## src/rtl/rand_pkg.sv

```systemverilog
// rtl/rand_pkg.sv - shared constants and helpers for the range sampler
package rand_pkg;

  localparam int DEF_RANGE = 6;
  localparam int DEF_OUT_W = 3;
  localparam int DEF_DEPTH = 4;
  localparam int REJ_W     = 16;

  function automatic int clog2(input int value);
    int result;
    result = 0;
    for (int i = 0; i < 31; i++) begin
      if ((1 << result) < value) result = result + 1;
    end
    return result;
  endfunction

endpackage

```

## src/rtl/rand_range_sampler_sync_fifo.sv

```systemverilog
// rtl/rand_range_sampler_sync_fifo.sv - first-word-fall-through FIFO with occupancy output
module sync_fifo
  import rand_pkg::*;
#(
  parameter int WIDTH = 3,
  parameter int DEPTH = 4
) (
  input  logic                   i_clk,
  input  logic                   i_rst_n,
  input  logic                   i_push,
  input  logic [WIDTH-1:0]       i_push_data,
  input  logic                   i_pop,
  output logic [WIDTH-1:0]       o_head,
  output logic                   o_valid,
  output logic [clog2(DEPTH):0]  o_level
);

  localparam int AW = clog2(DEPTH);

  logic [AW:0]      r_wr_ptr;
  logic [AW:0]      r_rd_ptr;
  logic [WIDTH-1:0] r_mem [DEPTH];
  logic [AW:0]      w_level;
  logic             w_valid;
  logic             w_do_pop;

  // Extra pointer MSB distinguishes full from empty.
  assign w_level  = r_wr_ptr - r_rd_ptr;
  assign w_valid  = (w_level != '0);
  assign w_do_pop = i_pop && w_valid;

  assign o_level = w_level;
  assign o_valid = w_valid;
  assign o_head  = r_mem[r_rd_ptr[AW-1:0]];

  always_ff @(posedge i_clk or negedge i_rst_n) begin
    if (!i_rst_n) begin
      r_wr_ptr <= '0;
      r_rd_ptr <= '0;
    end else begin
      if (i_push)   r_wr_ptr <= r_wr_ptr + 1'b1;
      if (w_do_pop) r_rd_ptr <= r_rd_ptr + 1'b1;
    end
  end

  always_ff @(posedge i_clk) begin
    if (i_push) r_mem[r_wr_ptr[AW-1:0]] <= i_push_data;
  end

endmodule

```

## src/rtl/rand_range_sampler.sv

```systemverilog
// rtl/rand_range_sampler.sv - rejection-sampled uniform integers in [0, RANGE) from a random word stream
module rand_range_sampler
  import rand_pkg::*;
#(
  parameter int RANGE = DEF_RANGE,
  parameter int OUT_W = DEF_OUT_W,
  parameter int DEPTH = DEF_DEPTH
) (
  input  logic                   i_clk,
  input  logic                   i_rst_n,
  input  logic [31:0]            i_rnd_in,
  input  logic                   i_rnd_valid,
  output logic [OUT_W-1:0]       o_out_data,
  output logic                   o_out_valid,
  input  logic                   i_out_ready,
  output logic [clog2(DEPTH):0]  o_level,
  output logic [REJ_W-1:0]       o_rej_count
);

  localparam int LW = clog2(DEPTH) + 1;
  localparam logic [LW-1:0] DEPTH_L = LW'(DEPTH);
  localparam logic [OUT_W:0] RANGE_L = (OUT_W + 1)'(RANGE);

  logic [OUT_W-1:0] w_cand;
  logic             w_accept;
  logic [LW-1:0]    w_occ;
  logic             w_take;
  logic             w_unused_bits;
  logic             r_stg_valid;
  logic [OUT_W-1:0] r_stg_data;
  logic [REJ_W-1:0] r_rej_count;

  assign w_cand        = i_rnd_in[OUT_W-1:0];
  assign w_unused_bits = ^i_rnd_in[31:OUT_W];
  assign w_accept      = ({1'b0, w_cand} < RANGE_L);

  // Staged value is counted against capacity; pops are not, so intake is conservative.
  assign w_occ  = o_level + LW'(r_stg_valid);
  assign w_take = i_rnd_valid && (w_occ < DEPTH_L);

  always_ff @(posedge i_clk or negedge i_rst_n) begin
    if (!i_rst_n) begin
      r_stg_valid <= 1'b0;
      r_stg_data  <= '0;
      r_rej_count <= '0;
    end else begin
      r_stg_valid <= w_take && w_accept;
      if (w_take && w_accept) r_stg_data <= w_cand;
      if (w_take && !w_accept && (r_rej_count != '1))
        r_rej_count <= r_rej_count + REJ_W'(1);
    end
  end

  sync_fifo #(
    .WIDTH(OUT_W),
    .DEPTH(DEPTH)
  ) u_fifo (
    .i_clk       (i_clk),
    .i_rst_n     (i_rst_n),
    .i_push      (r_stg_valid),
    .i_push_data (r_stg_data),
    .i_pop       (i_out_ready),
    .o_head      (o_out_data),
    .o_valid     (o_out_valid),
    .o_level     (o_level)
  );

  assign o_rej_count = r_rej_count;

endmodule

```

## config.mk

```make
export PLATFORM = sky130hd
export DESIGN_NAME = rand_range_sampler
export DESIGN_NICKNAME = d
export VERILOG_FILES = /design/src/rtl/rand_pkg.sv /design/src/rtl/rand_range_sampler_sync_fifo.sv /design/src/rtl/rand_range_sampler.sv
export SDC_FILE = /design/constraint.sdc
export NUM_CORES = 1
export LEC_CHECK = 0
export CORE_UTILIZATION = 40
export CTS_BUF_LIST = sky130_fd_sc_hd__clkbuf_8
export DETAILED_ROUTE_END_ITERATION = 6
export PLACE_DENSITY = 0.68
export SLEW_MARGIN = 20
export SYNTH_ARGS = -nofsm -noshare
export SYNTH_HDL_FRONTEND = slang
export SYNTH_SLANG_ARGS = --single-unit
```

## constraint.sdc

```tcl
create_clock -name i_clk -period 7.4 [get_ports i_clk]
set_input_delay 2.22 -clock i_clk [delete_from_list [all_inputs] [get_ports i_clk]]
set_output_delay 2.22 -clock i_clk [all_outputs]
set_load 0.03 [all_outputs]
```

==> impl_metrics.tcl, run 1 <==
set metrics [dict create \
    ios 59 \
    die_x_um 68.5 \
    drive_gt1_share_pct 12.3 \
    htreeDepth 2 \
    cts_tree "done" \
    clock_sinks 38 \
    cts.path.max_buffers 2 \
    multi_input_area_um2 731 \
    worst_hold_path_type "register to register" \
    routedWlPerCell_um 14.7 \
    swShare_pct 38.8 \
    drt_iter0_drc 35 \
    skew_ns 0.00638 \
    initial_core_util_pct 43.0 \
    synth_top_flop_cell "dfrtp_1" \
    drv_slew 0 \
    portBuffers 29 \
    fin_crit_sh_pct 64.3 \
    p_int_mw 0.586 \
    arrival_ns 2.54 \
    final_util_pct 54.1 \
    ys_seq_elements 38 \
    vias 1106 \
    dieArea_mm2 0.00469 \
    setup_violations 0 \
    synth_edf_count 12 \
    grt_overflow 0 \
    p_leak_nw 0.914 \
    p_switching_mw 0.372 \
    cp_max_fo 6 \
    nNetsFinal 206 \
    status "finished, final reports clean" \
    diodes 0 \
    max_stage_delay_ns 0.69 \
    worstSetupPathType "register to primary output" \
    cp.required_ns 5.18 \
    p_per_area_mw_per_mm2 430 \
    grt_first_pass_wirelength_um 5150 \
    cts_resized 0 \
    fin_setup_tns_ns 0 \
    rows 23 \
    comb_power_share_pct 48.1 \
    syn_area_mm2 0.00177 \
    clkTransAtPathRegs_ns 0.07 \
    wl_um 3110 \
    synth_cell_types 31 \
    peakVddDrop_mv 0.226 \
    cts_setup_buffers 0 \
    maxSlewHeadroom_pct 69.8 \
    ant_nets 0 \
    critPathLaunchType "register" \
    chipHeight_um 68.5 \
    synth-async-reset-ratio_pct 68.4 \
    post-dp-hpwl_um 2260 \
    fmax_ghz 0.210 \
    syn_area_per_cell_um2 14.0 \
    crit_path_top_delay_cell "clkdlybuf4s50_1" \
    syn_to_final_growth_pct 26.0 \
    max_cap_viol_count 0 \
    place_area_mm2 0.00212 \
    core-area_mm2 0.00412 \
    yosysTopAreaCell "dfrtp_1" \
    final_area_mm2 0.00223 \
    gp_congestion 0.772 \
    grt_max_degree 27 \
    tightest_slew_ns 0.451 \
    finalWorstSetupSlack_ns 2.64 \
    route.detailed.drc 0 \
    clockRootBuffer "clkbuf_8" \
    hold_violations 0 \
    synth_top_cell_area_share_pct 36.8 \
    rsz0062_at_grt "no" \
    seqCellArea_mm2 0.00101 \
    fill_cells 358 \
    synth_common_cells "dfrtp_1, edfxtp_1, xnor2_1" \
    antenna_found_initial 0 \
    min_period_ns 4.76 \
    clk_latency_ns 0.29 \
    synth.most_common_cell "dfrtp_1" \
    pre_cts_ws_ns 2.91 \
    synth_area_leaders "dfrtp_1, edfxtp_1, xnor2_1" \
    vias_per_cell 5.22 \
    yosysSeqAreaShare_pct 57.2 \
    grt_util_all_layers_pct 16.1 \
    synth_nets 170 \
    power_frac_seq_pct 34.5 \
    cts_made_buffers 5 \
    path_cells "ha_1 -> fa_1 -> xnor3_2 -> nand3_1 -> clkdlybuf4s50_1" \
    yosys_warnings 0 \
    first_global_vias 1129 \
    dr.pass1.iters 4 \
    whs_ns 0.486 \
    clkPwrFrac_pct 17.4 \
    synthCells 126 \
    holdBufCountCts 0 \
    crit_path_end_kind "primary output" \
]
layout make-up:
type / count / share of cell area (%)
well taps: 50 / 2.81
clock buffers: 5 / 3.09
multi-input cells: 81 / 32.8
flip-flops and latches: 38 / 45.4
repair buffers: 30 / 13.4
clock inverters: 2 / 1.52
inverters: 6 / 1.01
sequential cells by signal, summed over array words and instances (netlist names):
register and count:
o_rej_count 16, u_fifo.r_mem 12, r_stg_data 3, u_fifo.r_rd_ptr 3, u_fifo.r_wr_ptr 3, r_stg_valid 1
through the flow:
stage	power, mW	std cells
finish	0.958	212
floorplan	0.643	126
CTS	0.970	212
global placement	0.787	205
detailed placement	0.800	205
global route	1.02	212
cells by family after synthesis:
kind of cell / share of synthesized area [%]
adders and majority gates: 6.09
AOI/OAI and AO/OA: 4.81
DFF: 57.2
muxes: 5.94
buffers and inverters: 1.49
and+or+nand+nor: 14.3
xor gates and xnor gates: 10.2
final timing paths:
check                      slack [ns]                             end  depth (start not counted)                      startpoint
min in group asynchronous        2.29       r_stg_data[0]$_DFFE_PN0P_                          2                         i_rst_n
min reg2reg                      0.49  u_fifo.r_rd_ptr[2]$_DFFE_PN0P_                          1  u_fifo.r_rd_ptr[2]$_DFFE_PN0P_
max                              2.64                     o_out_valid                          5  u_fifo.r_rd_ptr[0]$_DFFE_PN0P_
min                              0.49  u_fifo.r_rd_ptr[2]$_DFFE_PN0P_                          1  u_fifo.r_rd_ptr[2]$_DFFE_PN0P_
max reg2reg                      4.74      o_rej_count[1]$_DFFE_PN0P_                          6  u_fifo.r_rd_ptr[0]$_DFFE_PN0P_
max in group asynchronous        4.85  u_fifo.r_wr_ptr[0]$_DFFE_PN0P_                          2                         i_rst_n
layer usage:
layer / track usage, % / vias to the layer above / wire [um] / part of all wire (%)
met5: 0 / - / 0 / 0
met4: 7.03 / 0 / 56 / 1.8
met3: 6.67 / 5 / 161 / 5.2
met2: 27.1 / 23 / 1550 / 50
met1: 17.7 / 552 / 1340 / 43
li1: - / 526 / - / -
critical path: cells and delay by family (launching register included):
family	cells	cell delay, ns
flip-flops	1	0.49
AND/OR/NAND/NOR	1	0.16
adder cells (fa/ha/maj)	2	0.63
buffers and inverters	1	0.69
XOR/XNOR	1	0.28
cell usage in the layout, fill, tap and decap left out, drive strengths merged, types with 6 or more instances in the layout:
cell           instances
nand4                  6
ha                     7
clkdlybuf4s50         29
xnor2                 13
edfxtp                12
inv                    6
and2                   6
dfrtp                 26
nand3                  7
power groups by stage:
| stage | clock network, mW | logic [mW] | registers [mW] |
|---|---|---|---|
| floorplan | 0 | 0.303 | 0.340 |
| global placement | 0 | 0.454 | 0.332 |
| detailed placement | 0 | 0.463 | 0.337 |
| CTS | 0.170 | 0.468 | 0.333 |
| global route | 0.180 | 0.498 | 0.340 |
| finish | 0.166 | 0.461 | 0.331 |
No activity file was read; power rests on OpenSTA's default activity.
==> run 2: changes to the inputs <==
==> constraint.sdc (replaced) <==
create_clock -name i_clk -period 4.6 [get_ports i_clk]
set_input_delay 1.38 -clock i_clk [delete_from_list [all_inputs] [get_ports i_clk]]
set_output_delay 1.38 -clock i_clk [all_outputs]
set_load 0.03 [all_outputs]
==> results of run 2 <==
Same layout as run 1 (identical final DEF). Status: finished, final reports clean.
Among the figures that moved: setup slack after placement 2.91 ns -> 0.954 ns; setup slack after layout 2.64 ns -> 0.680 ns; register-to-register setup slack 4.74 ns -> 1.94 ns; total power 0.958 mW -> 1.54 mW; worst IR drop on VDD 0.226 mV -> 0.363 mV
